$ cat src/rtl/vec_alu_pkg.sv
// Shared opcode, flag-index and stage payload definitions for vec_alu_pipe.
// The optional multiplier is enabled by defining VEC_ALU_PIPE_MUL_EN.
package vec_alu_pkg;

  typedef enum logic [3:0] {
    OP_ADD   = 4'd0,
    OP_SUB   = 4'd1,
    OP_AND   = 4'd2,
    OP_ORR   = 4'd3,
    OP_EOR   = 4'd4,
    OP_MOV   = 4'd5,
    OP_ADDSU = 4'd6,
    OP_SUBSU = 4'd7,
    OP_MUL   = 4'd8
  } op_e;

  localparam int FLAG_N = 3;
  localparam int FLAG_Z = 2;
  localparam int FLAG_C = 1;
  localparam int FLAG_V = 0;

  localparam int DEF_LANES  = 4;
  localparam int DEF_LANE_W = 8;
  localparam int DEF_TAG_W  = 4;

  // Payload at the default geometry; the top rebuilds it from its own parameters.
  typedef struct packed {
    logic [DEF_LANES*DEF_LANE_W-1:0] result;
    logic [DEF_LANES*4-1:0]          flags;
    logic [DEF_TAG_W-1:0]            tag;
    logic                            illegal;
  } stage_t;

endpackage

$ cat src/rtl/vec_alu_lane.sv
// Single-lane combinational ALU producing result, NZCV and illegal.
// Opcode 8 is MUL only when VEC_ALU_PIPE_MUL_EN is defined.
module vec_alu_lane
  import vec_alu_pkg::*;
#(
  parameter int W = 8
) (
  input  op_e          op,
  input  logic [W-1:0] a,
  input  logic [W-1:0] b,
  output logic [W-1:0] result,
  output logic [3:0]   nzcv,
  output logic         illegal
);

  logic [W:0] sum;
  logic [W:0] diff;
  logic       c;
  logic       v;

`ifdef VEC_ALU_PIPE_MUL_EN
  logic [2*W-1:0] prod;
  assign prod = {{W{1'b0}}, a} * {{W{1'b0}}, b};
`endif

  assign sum  = {1'b0, a} + {1'b0, b};
  assign diff = {1'b0, a} - {1'b0, b};

  always_comb begin
    result  = '0;
    c       = 1'b0;
    v       = 1'b0;
    illegal = 1'b0;
    case (op)
      OP_ADD: begin
        result = sum[W-1:0];
        c      = sum[W];
        v      = (a[W-1] == b[W-1]) && (result[W-1] != a[W-1]);
      end
      OP_SUB: begin
        result = diff[W-1:0];
        c      = ~diff[W];
        v      = (a[W-1] != b[W-1]) && (result[W-1] != a[W-1]);
      end
      OP_AND: result = a & b;
      OP_ORR: result = a | b;
      OP_EOR: result = a ^ b;
      OP_MOV: result = b;
      OP_ADDSU: begin
        c      = sum[W];
        result = sum[W] ? '1 : sum[W-1:0];
      end
      OP_SUBSU: begin
        c      = diff[W];
        result = diff[W] ? '0 : diff[W-1:0];
      end
`ifdef VEC_ALU_PIPE_MUL_EN
      OP_MUL: begin
        result = prod[W-1:0];
        c      = |prod[2*W-1:W];
      end
`endif
      default: illegal = 1'b1;
    endcase
    nzcv = '0;
    if (!illegal) begin
      nzcv[FLAG_N] = result[W-1];
      nzcv[FLAG_Z] = ~|result;
      nzcv[FLAG_C] = c;
      nzcv[FLAG_V] = v;
    end
  end

endmodule

$ cat src/rtl/vec_alu_pipe.sv
// Multi-lane SIMD execute pipeline with elastic valid/ready stages and flush.
// Define VEC_ALU_PIPE_MUL_EN to add the per-lane MUL opcode.
module vec_alu_pipe
  import vec_alu_pkg::*;
#(
  parameter int LANES  = 4,
  parameter int LANE_W = 8,
  parameter int DEPTH  = 3,
  parameter int TAG_W  = 4
) (
  input  logic                       clk,
  input  logic                       reset,
  input  logic                       in_valid,
  output logic                       in_ready,
  input  logic [3:0]                 in_op,
  input  logic [LANES*LANE_W-1:0]    in_a,
  input  logic [LANES*LANE_W-1:0]    in_b,
  input  logic [TAG_W-1:0]           in_tag,
  input  logic                       flush,
  output logic                       out_valid,
  input  logic                       out_ready,
  output logic [LANES*LANE_W-1:0]    out_result,
  output logic [LANES*4-1:0]         out_flags,
  output logic [TAG_W-1:0]           out_tag,
  output logic                       out_illegal,
  output logic [$clog2(DEPTH+1)-1:0] occupancy
);

  localparam int DW = LANES * LANE_W;
  localparam int OW = $clog2(DEPTH + 1);

  typedef struct packed {
    logic [DW-1:0]        result;
    logic [LANES*4-1:0]   flags;
    logic [TAG_W-1:0]     tag;
    logic                 illegal;
  } pay_t;

  pay_t               st [DEPTH];
  pay_t               head;
  logic [DEPTH-1:0]   vld;
  logic [DEPTH-1:0]   load;
  logic [DW-1:0]      lane_res;
  logic [LANES*4-1:0] lane_flg;
  logic [LANES-1:0]   lane_ill;
  logic [OW-1:0]      occ;

  for (genvar g = 0; g < LANES; g++) begin : g_lane
    vec_alu_lane #(.W(LANE_W)) u_lane (
      .op      (op_e'(in_op)),
      .a       (in_a[g*LANE_W +: LANE_W]),
      .b       (in_b[g*LANE_W +: LANE_W]),
      .result  (lane_res[g*LANE_W +: LANE_W]),
      .nzcv    (lane_flg[g*4 +: 4]),
      .illegal (lane_ill[g])
    );
  end

  always_comb begin
    head = '{
      result:  lane_res,
      flags:   lane_flg,
      tag:     in_tag,
      illegal: |lane_ill
    };
  end

  // A stage may load when it is empty or everything below it can move.
  always_comb begin
    logic nxt;
    nxt = out_ready;
    for (int k = DEPTH - 1; k >= 0; k--) begin
      nxt     = !vld[k] || nxt;
      load[k] = nxt;
    end
  end

  assign in_ready = !flush && load[0];

  always_ff @(posedge clk or negedge reset) begin
    if (!reset) begin
      vld <= '0;
      for (int k = 0; k < DEPTH; k++) st[k] <= '0;
    end else if (flush) begin
      vld <= '0;
    end else begin
      if (load[0]) begin
        vld[0] <= in_valid;
        if (in_valid) st[0] <= head;
      end
      for (int k = 1; k < DEPTH; k++) begin
        if (load[k]) begin
          vld[k] <= vld[k-1];
          if (vld[k-1]) st[k] <= st[k-1];
        end
      end
    end
  end

  always_comb begin
    occ = '0;
    for (int k = 0; k < DEPTH; k++) occ = occ + OW'(vld[k]);
  end

  assign occupancy   = occ;
  assign out_valid   = vld[DEPTH-1];
  assign out_result  = st[DEPTH-1].result;
  assign out_flags   = st[DEPTH-1].flags;
  assign out_tag     = st[DEPTH-1].tag;
  assign out_illegal = st[DEPTH-1].illegal;

endmodule

$ cat config.mk
export PLATFORM = sky130hd
export DESIGN_NAME = vec_alu_pipe
export DESIGN_NICKNAME = d
export VERILOG_FILES = /design/src/rtl/vec_alu_pkg.sv /design/src/rtl/vec_alu_lane.sv /design/src/rtl/vec_alu_pipe.sv
export SDC_FILE = /design/constraint.sdc
export NUM_CORES = 1
export LEC_CHECK = 0
export BUFFER_PORTS_ARGS = -buffer_cell sky130_fd_sc_hd__buf_2
export CAP_MARGIN = 20
export CORE_MARGIN = 1
export CORE_UTILIZATION = 35
export DETAILED_ROUTE_END_ITERATION = 8
export SYNTH_ARGS = -nofsm -noshare
export SYNTH_HDL_FRONTEND = slang
export SYNTH_HIERARCHICAL = 1
export SYNTH_SLANG_ARGS = --single-unit
$ cat constraint.sdc
create_clock -name clk -period 1.7 [get_ports clk]
set_input_delay 0.34 -clock clk [delete_from_list [all_inputs] [get_ports clk]]
set_output_delay 0.34 -clock clk [all_outputs]
set_load 0.02 [all_outputs]
After elaboration in Yosys (flattened, before gate mapping)
Cells that the tools add are included.
Storage, ports and cells
  output and inout port bits: 57
  logic and storage cells: 127
  flip-flop bits (word level): 162
Cells by class
  eq/ne operators: 23
  muxes and demuxes: 29
  bitwise logic cells: 17
  reduce and logical (&&, ||, !) cells: 33
  $add $sub $neg: 10
Operators by type and width (number)
  $pmux 8 s8: 4
  $mux 8: 8
  $reduce_or 8->1: 5
  $add 8x8->9: 4
  $sub 8x8->9: 4
  $and 8x8->8: 4
  $or 8x8->8: 4
  $xor 8x8->8: 4
  $eq 4x3->1 const B: 4
  $mux 4: 4
  $ne 1x1->1: 12
  $pmux 1 s3: 4
  $logic_and 1x1->1: 9
  $reduce_and 3->1: 3
  $eq 4x2->1 const B: 2
  $logic_not 1->1: 8
  $pmux 1 s2: 4
  $reduce_bool 2->1: 3
  $not 1->1: 5
  $eq 1x1->1: 4
  $eq 4x1->1 const B: 1
  $logic_not 4->1: 1
  $mux 1: 4
  $logic_or 1x1->1: 3
  other kinds (4): 4

Logic depth before layout (Yosys ltp)
Gate-level depths: netlist (run 1).
  word-level depth: 6
  mapped depth: 13
  depth with buffers taken out: 13

Modules after synthesis
Netlist (run 1), hierarchy kept.
By module, submodules not included
  vec_alu_pipe: area each 6731.5 µm², instances 1, cells an instance 407
  vec_alu_lane (g_lane[2].u_lane ...): area each 1632.8 µm², instances 2, cells an instance 215
  vec_alu_lane (g_lane[0].u_lane): area each 1590.3 µm², instances 1, cells an instance 216
  vec_alu_lane (g_lane[1].u_lane): area each 1481.4 µm², instances 1, cells an instance 216

Least setup slack after synthesis (run 1)
OpenSTA, ideal clock, no wires.
  kind: input-to-reg
  start: input in_a[8]
  end: register st[117] (netlist name)
  slack: -1281 ps
  stages on the path: 13
  path buffers: 0
  data arrival time: 2916 ps
  path through: inv_1 -> ha_1 -> inv_1 -> fa_1 -> nor2b_4 -> o311ai_4 -> a211oi_2 -> o21ai_4 -> a21oi_2 -> o32a_1 -> or4b_1 -> nor3b_2 -> mux2_2
RTL lines
  start, declared: line vec_alu_pipe.sv:16  | input logic [LANES*LANE_W-1:0] in_a,
  end signal, assigned by index: line vec_alu_pipe.sv:94  | if (vld[k-1]) st[k] <= st[k-1];
  end, declared: line vec_alu_pipe.sv:39  | pay_t st [DEPTH];

==> results of run 1 <==
-- power by group through the flow --
stage	clock [uW]	combinational, uW	sequential (uW)
after global routing	3850	6810	5570
after floorplan	0	4220	5280
after detailed placement	0	5680	5520
final	3570	6320	5440
after global placement	0	5600	5480
after CTS	3700	6140	5460
-- flip-flops by register name (all words and copies together) (netlist names) --
name	count
vld	3
out_result	32
out_flags	16
out_tag	4
out_illegal	1
st	106
-- stage by stage --
step / total power (uW) / setup slack [ns] / hold slack [ns] / util, %
finish: 15330 / -0.9336 / 0.1409 / 51.48
global route: 16220 / -0.9955 / 0.1249 / 51.48
detailed placement: 11210 / -1.507 / 0.2522 / 45.94
CTS: 15300 / -0.9144 / 0.1180 / 50.22
floorplan: 9493 / -1.163 / 0.04441 / -
global placement: 11080 / -1.475 / 0.2526 / 45.94
-- per-layer routing --
layer | part of all wire, % | vias up
met3 | 2.6 | 34
met1 | 47 | 5365
met4 | 1.5 | 0
met5 | 0 | -
met2 | 49 | 176
li1 | - | 5381
-- worst max-delay path, delay by kind of cell --
family	cells	cell delay (ns)
AOI/OAI and AO/OA	3	0.49
adders and majority gates	2	0.52
buffers and inverters	3	0.34
muxes	1	0.15
and+or+nand+nor	4	1.15
-- worst max-delay path by stage --
stage / startpoint / end / slack, ns
global route: in_a[8] / st[117] / -1.0
detailed placement: in_a[8] / st[117] / -1.51
CTS: in_a[8] / st[117] / -0.91
global placement: in_a[8] / st[117] / -1.47
floorplan: in_a[8] / st[117] / -1.16
finish: in_a[8] / st[117] / -0.93
-- final cells by class --
type	instances	share of cell area, %
inverters	111	2.649
flip-flops and latches	162	21.47
well taps	468	3.100
clock inverters	15	0.6557
diodes	1	0.01325
multi-input cells	879	46.96
repair buffers	552	22.90
clock buffers	17	2.252
-- Yosys cell counts, drive strengths merged (6+ instances only) --
cell and count:
nor3b 6, ha 100, a22oi 12, o22ai 7
o211ai 20, mux2i 24, o31ai 6, a211oi 19
nand2 63, a31oi 13, nor3 28, nor2 70
mux2 161, a21oi 70, a221oi 16, o21bai 12
a21o 12, inv 111, nand3 13, nand2b 22
xnor2 19, nor4 6, a21boi 7, o21ai 42
fa 9, dfrtp 162, or3 9, clkbuf 17
nor2b 20, buf 100
-- logic make-up after synthesis --
logic type,after synthesis
compound gates,292
simple gates,269
buf+inv,228
mux,185
flops,162
fa+ha+maj,109
xor+xnor,24
-- what timing repair did --
| item | CTS | global route |
|---|---|---|
| hold endpoints to repair | 26 | 0 |
| hold buffers | 1 | 0 |
| cloned | 0 | 0 |
| buffers inserted | 42 | 29 |
| pin swaps | 98 | 62 |
| endpoints found under the setup margin | 51 | 51 |
| gates resized for setup | 181 | 70 |
==> results.md, run 1 <==
Setup path:
- In this run the critical register-to-register path is captured at out_result[10].
- The most numerous cell type found on the critical path is a21o_1.
- The arrival time at the worst endpoint is 3.00 ns.
- The start-to-end type of the worst setup path is in -> reg.
- The slowest cell on the critical path is or4b_4.
- The register-to-register setup slack is 0 ns.
- STA classifies the critical path startpoint as a primary input.
- The highest cell delay on the worst timing path is 0.48 ns.
- STA classifies the critical path endpoint as a flip-flop.
- Traced cell by cell, the critical path runs through buf_12 > buf_4 > buf_6 > ha_4 > fa_2 > a21o_1 > and4_1 > or3_4 > a21o_1 > o22ai_2 > or4b_4 > nor3b_2 > mux2_2.
- The worst reg2reg path depth is 5.
- The required time of the worst setup path is 2.06 ns.
- Of all nets on the critical path, the largest fanout is 2.
- The startpoint of the lowest-slack register-to-register path is vld[1].

Power and ir drop:
- In this run the static leakage power is 0.009215 uW.
- The power spent charging and discharging nets is 5219 uW.
- Cell internal power was estimated by the tool at 10120 uW.
- Combinational logic burns 41.2% of the power.
- The worst-case IR drop observed on VDD is 579.0 uV.
- The clock network accounts for 23.3% of the total power.
- The ratio of total power to cell area is 811.8 nW/um^2.
- The share of total power in sequential cells is 35.5%.
- Of the total power, the share spent switching nets is 34.03%.

Status:
- The flow ran to the end, but the final reports show violations.
- The checks that failed: setup timing.

Die:
- In this run the standard cell core region covers 36700 um^2.
- The effective utilization at floorplan is 35.61%.
- 134 I/O pins were placed.
- In this run the vertical extent of the chip is 195.2 um.
- The placement row count is 70.
- The die area is 38120 um^2.
- The width of the die is 195.2 um.

Global route:
- The initial antenna violation count is 1.
- In the global route stage, met2 resource usage came out at 32.28%.
- The global route total overflow is 0.
- In the global route stage, met1 resource usage came out at 25.24%.
- Entering global routing, the biggest net connects 56 pins.
- The total routing usage reported by global routing is 18.93%.
- The via count of the first global-routing pass is 11.24k.
- The global-route track usage on met3 is 2.522%.
- The layer with the highest usage is met2.
- The first global-routing pass estimated 58210 um of wire.

Clock tree:
- TritonCTS built the clock tree.
- The clock net in this run drives a total of 162 sinks.
- The clock insertion delay at the later pin of the skew report is 0.43 ns.
- The number of clock buffers added by TritonCTS is 17.
- The number of H-tree levels is 4.
- In this run the clock root is driven by a clkbuf_16.
- The clock transition at the registers of the reported paths is 0.07 ns.
- Counting along the longest clock path gives a buffer depth of 2.

Route:
- The overall routed net length is 35890 um.
- In the routed layout, each cell is associated on average with a via count of 4.969.
- The residual antenna-violating net count after detailed routing is 0.
- The DRC marker count from the first detailed-route iteration is 401.
- The total vias in the final route is 10.96k.
- The number of design rule violations left after detail routing is 0.
- For this run, the detailed router's first-pass iteration total came to 5.
- After detailed routing, the average wire length per cell comes to 16.27 um.

Synthesis:
- After synthesis, the cell types taking the most area are dfrtp_1 31%, ha_1 9.6%, mux2_2 9.6%, mux2_4 5.7%, inv_1 3.1%.
- The summed instance area of the synthesized netlist is 13070 um^2.
- The flip-flop cell with the highest count after synthesis is dfrtp_1.
- During synthesis, Yosys emitted a total of 6 warnings.
- The count of state elements after synthesis is 162.
- The synthesized netlist devotes 17.53% of its cell area to compound gates.
- The multiplexer area fraction after synthesis is 17.15%.
- The largest area contributor in the netlist is dfrtp_1.
- The proportion of synthesized flip-flops having asynchronous set or reset is 100.0%.
- Counting every net in the synthesized netlist gives 1455.
- The synthesized netlist devotes 11.35% of its cell area to simple gates.
- Of the total synthesized cell area, the portion taken by full adders, half adders and majority gates is 10.95%.
- A synthesized cell averages 10.30 um^2.
- The number of distinct library cells after synthesis is 105.
- The number of enable-type register cells in the synthesized netlist is 0.
- The area share of the largest cell type after synthesis is 31.02%.
- The count of mapped cells out of synthesis is 1269.
- By area, the combinational part of the netlist is dominated by compound AO/OA/AOI/OAI gates.
- Of the total synthesized cell area, the portion taken by XOR and XNOR cells is 1.608%.
- The sequential cell area fraction in the yosys report is 31.02%.

Finish:
- The sequential standard cell area is 4055 um^2.
- The leading cell type in the layout, fill and taps excluded is buf_4.
- Leaving out fill and tap cells, the most frequent cells in the layout are 370 x buf_4, 161 x dfrtp_1, 110 x buf_2, 90 x mux2_2, 79 x inv_1.
- The final non-filler cell total is 2205.
- After the last flow step, the layout net total stands at 1909.
- The post-layout instance area is 18890 um^2.
- The multi-input combinational cell area is 8871 um^2.
- The layout has 3328 filler cells.
- Relative to the synthesized area, the layout overhead comes to 44.55%.
- The post-route netlist has 57.55% of its cells at a drive strength greater than 1.

Timing:
- The worst path uses 154.9% of the clock period.
- The aggregate negative setup slack is -22.99 ns.
- The count of final hold-check violations was 0.
- The worst slew margin relative to its limit is 69.43%.
- The max-slew violation count is 0.
- Setup violations remaining at the end of the flow were counted as 50.
- The final period demand of the worst path is 2.634 ns.
- On the final layout, the worst clock skew is 0.01309 ns.
- The final worst slack is -0.9336 ns.
- Setup repair after global routing could not meet its margin everywhere.
- Derived from the worst setup path, the maximum achievable clock frequency is 0.3797 GHz.
- The pin slew with the least headroom to its limit is 0.4568 ns.

Hold path:
- The worst-case hold path end point is st[109].
- The worst hold path belongs to the class in -> reg.
- The worst hold path was traced through 2 stages.
- The worst hold path begins at in_tag[2].

Place:
- The number of port buffers is 133.
- In this run the cell area measured after placement is 16860 um^2.
- In this run, placement finished with an instance count of 2117.
- The congestion estimate from routability-driven global placement came to 0.9099.
- Summed over all nets, the half-perimeter wirelength after detailed placement is 27780 um.

Flow run:
- The tool flagged a number of max-cap violations equal to 0.
(Power assumes the default switching activity.)
==> run 2, diff against run 1 <==
--- a/config.mk
+++ b/config.mk
@@ -7,8 +7,9 @@
 export LEC_CHECK = 0
 export BUFFER_PORTS_ARGS = -buffer_cell sky130_fd_sc_hd__buf_2
 export CAP_MARGIN = 20
-export CORE_MARGIN = 1
 export CORE_UTILIZATION = 35
+export CTS_BUF_LIST = sky130_fd_sc_hd__clkbuf_2
+export CTS_CLUSTER_SIZE = 30
 export DETAILED_ROUTE_END_ITERATION = 8
 export SYNTH_ARGS = -nofsm -noshare
 export SYNTH_HDL_FRONTEND = slang
==> results.md, run 2 (synthesis results as in run 1) <==
Setup path:
- Walking the worst path, the cells encountered are buf_12 > inv_16 > ha_4 > inv_2 > fa_2 > nor2b_4 > o311ai_4 > a211oi_4 > o21ai_4 > a21oi_2 > o32a_1 > or4b_1 > nor3b_2 > mux2_2.
- On the critical path, the stage with the largest delay is an instance of or4b_1.
- The maximum fanout along the worst path is 6.
- The endpoint type of the worst setup path is a flip-flop.
- The worst setup path is of the in -> reg kind.
- In this design, the stage delay of the slowest critical-path cell is 0.54 ns.
- STA puts the critical path data arrival time at 2.97 ns.
- The required time of the worst setup path is 2.35 ns.
- The kind of start point of the critical path is a primary input.

Clock tree:
- The clock sink count is 162.
- The clock transition at the registers of the reported paths is 0.27 ns.
- The TritonCTS buffer count is 17.
- CTS placed an instance of clkbuf_2 at the clock tree root.
- The CTS tree is built.
- No sink is reached through more buffers than the 2 on the longest clock path.
- The H-tree was split into 4 levels.
- The clock reaches the later pin of the worst-skew pair after 0.72 ns.

Power and ir drop:
- The peak supply drop is 403.0 uV.
- The ratio of total power to cell area is 768.9 nW/um^2.
- The power after layout is 14680 uW.
- In this run the static leakage power is 0.009295 uW.

Finish:
- st holds more flip-flops than any other register.
- The ratio of cells with drive above 1 in the final layout is 56.70%.
- The leading cell type in the layout, fill and taps excluded is buf_4.
- The count of cells in the finished layout, fillers not included, comes to 2247.
- After filler insertion, the fill cell instance count of the layout stands at 3320.
- The share of the core filled with cells in the final layout is 52.04%.
- The number of flip-flops under the largest register name is 106.
- At the end of the flow, the number of nets in the layout was 1949.
- In the layout the commonest cells are 412 x buf_4, 161 x dfrtp_1, 93 x mux2_2, 86 x buf_6, 78 x inv_1.
- The post-layout instance area is 19100 um^2.
- The layout overhead on the synthesized area is 46.14%.

Place:
- Detailed placement ended at an HPWL of 27780 um.
- In this run the cell area measured after placement is 16860 um^2.
- The setup slack at placement is -1.507 ns.
- The count of placed standard cells including taps is 2117.
- Buffers placed on the I/O ports in this run total 133.
- Routability-driven placement finished with a final weighted congestion of 0.9099.

Route:
- The residual antenna-violating net count after detailed routing is 0.
- After detailed routing, the number of vias per cell comes to 4.980.
- The total vias in the final route is 11.19k.
- The overall routed net length is 37080 um.
- The detailed-route wire length per cell is 16.50 um.
- Before antenna repair, the detailed router went through 5 iterations.
- The number of design rule violations left after detail routing is 0.
- The first routing iteration left 477 violations.

Global route:
- The maximum number of pins on one net before global-route repair is 56.
- The initial antenna violation count was 2.
- The via count of the first global-routing pass came to 11.45k.
- Global routing consumed, over all layers together, 19.06% of the routing resources.
- After global routing the overflow that remains totals 0.
- The wire length of the first global-routing pass is 58760 um.

Hold path:
- The min-delay analysis places its worst path in the category in -> async.

Die:
- The die is 195.2 um wide.
- The placement row count is 70.
- The area of the placeable core is 36700 um^2.
- During I/O placement, the number of pins put on the boundary was 134.
- For this configuration, the core starts out at a cell density of 35.61%.
- The die area is 38120 um^2.
- The die boundary height is 195.2 um.

Timing:
- The final worst slack is -0.6202 ns.
- The max-slew violation count is 0.
- The final period demand of the worst path is 2.320 ns.
- Timing would allow up to 0.4310 GHz.
- The count of final hold-check violations was 0.
- The post-route clock period utilization is 136.5%.
- Setup repair after global routing could not meet its margin everywhere.
- Headroom to the max-slew limit came out at 68.49%.
- Setup violations remaining at the end of the flow were counted as 56.
- The pin slew with the least headroom to its limit is 0.4710 ns.
- The clock tree skew after final layout is 0.03667 ns.

Status:
- The run finished, with violations left.
- The checks that failed: setup timing.

Flow run:
- The max-cap violation count is 0.
==> run 2: cell types whose count changed in the layout (fill, tap and decap cells not counted), sizes merged <==
cell         before  now
buf             550  576
diode             1    3
clkbuf           18   22
dlygate4sd3       1   11
==> run 2: stage by stage <==
step	TNS [ns]	hold slack, ns
6_report	-8.098	0.1491
5_1_grt	-11.22	0.04751
4_1_cts	-6.625	0.06029
3_5_place_dp	-48.52	0.2522
3_3_place_gp	-47.30	0.2526
2_1_floorplan	-26.23	0.04441
==> run 2: worst max-delay path: cells and delay by family <==
kind / cells / cell delay [ns]
AO/OA/AOI/OAI: 5 / 0.98
adder cells (fa/ha/maj): 2 / 0.46
buffers and inverters: 3 / 0.19
multiplexers: 1 / 0.15
AND/OR/NAND/NOR: 3 / 0.84
==> run 2: cell type report <==
cell class                 instances  area [um^2]  share of cell area [%]
timing repair buffer             592         4997                   26.17
clock inverter                    15        123.9                  0.6486
tap                              468        585.6                   3.066
multi-input combinational        879         8746                   45.79
inverter                         111        498.0                   2.607
sequential                       162         4055                   21.23
antenna                            3        7.507                 0.03931
clock buffer                      17        85.08                  0.4455
==> run 2: worst paths after layout <==
kind	cells past startpoint	startpoint	to	slack [ns]
max reg2reg	4	vld[2]	out_flags[8]	-0.01
max in group asynchronous	4	reset	st[88]	0.51
min reg2reg	1	st[104]	out_result[30]	0.51
min	3	reset	st[53]	0.15
max	14	in_a[8]	st[117]	-0.62
min in group clk	5	flush	st[106]	0.19
==> run 2: metal layers <==
| layer | GRT usage (%) | part of all wire [%] |
|---|---|---|
| met4 | 5.045 | 1.6 |
| met5 | 0 | 0 |
| met2 | 32.84 | 50 |
| met1 | 25.19 | 46 |
| met3 | 2.211 | 3.0 |
==> run 2: timing repair <==
action                                  CTS  global route
gates resized for setup                 235            70
pin swaps                                86            47
cloned                                    0             4
hold buffers                             12             0
buffers inserted                         68            23
endpoints found under the setup margin   96           123
endpoints found under the hold margin   170             0
==> run 2: report_power, final <==
part           internal, uW  switching, uW
logic                  4200           3060
registers              4840            672
clock network           420           1500
total                  9460           5230
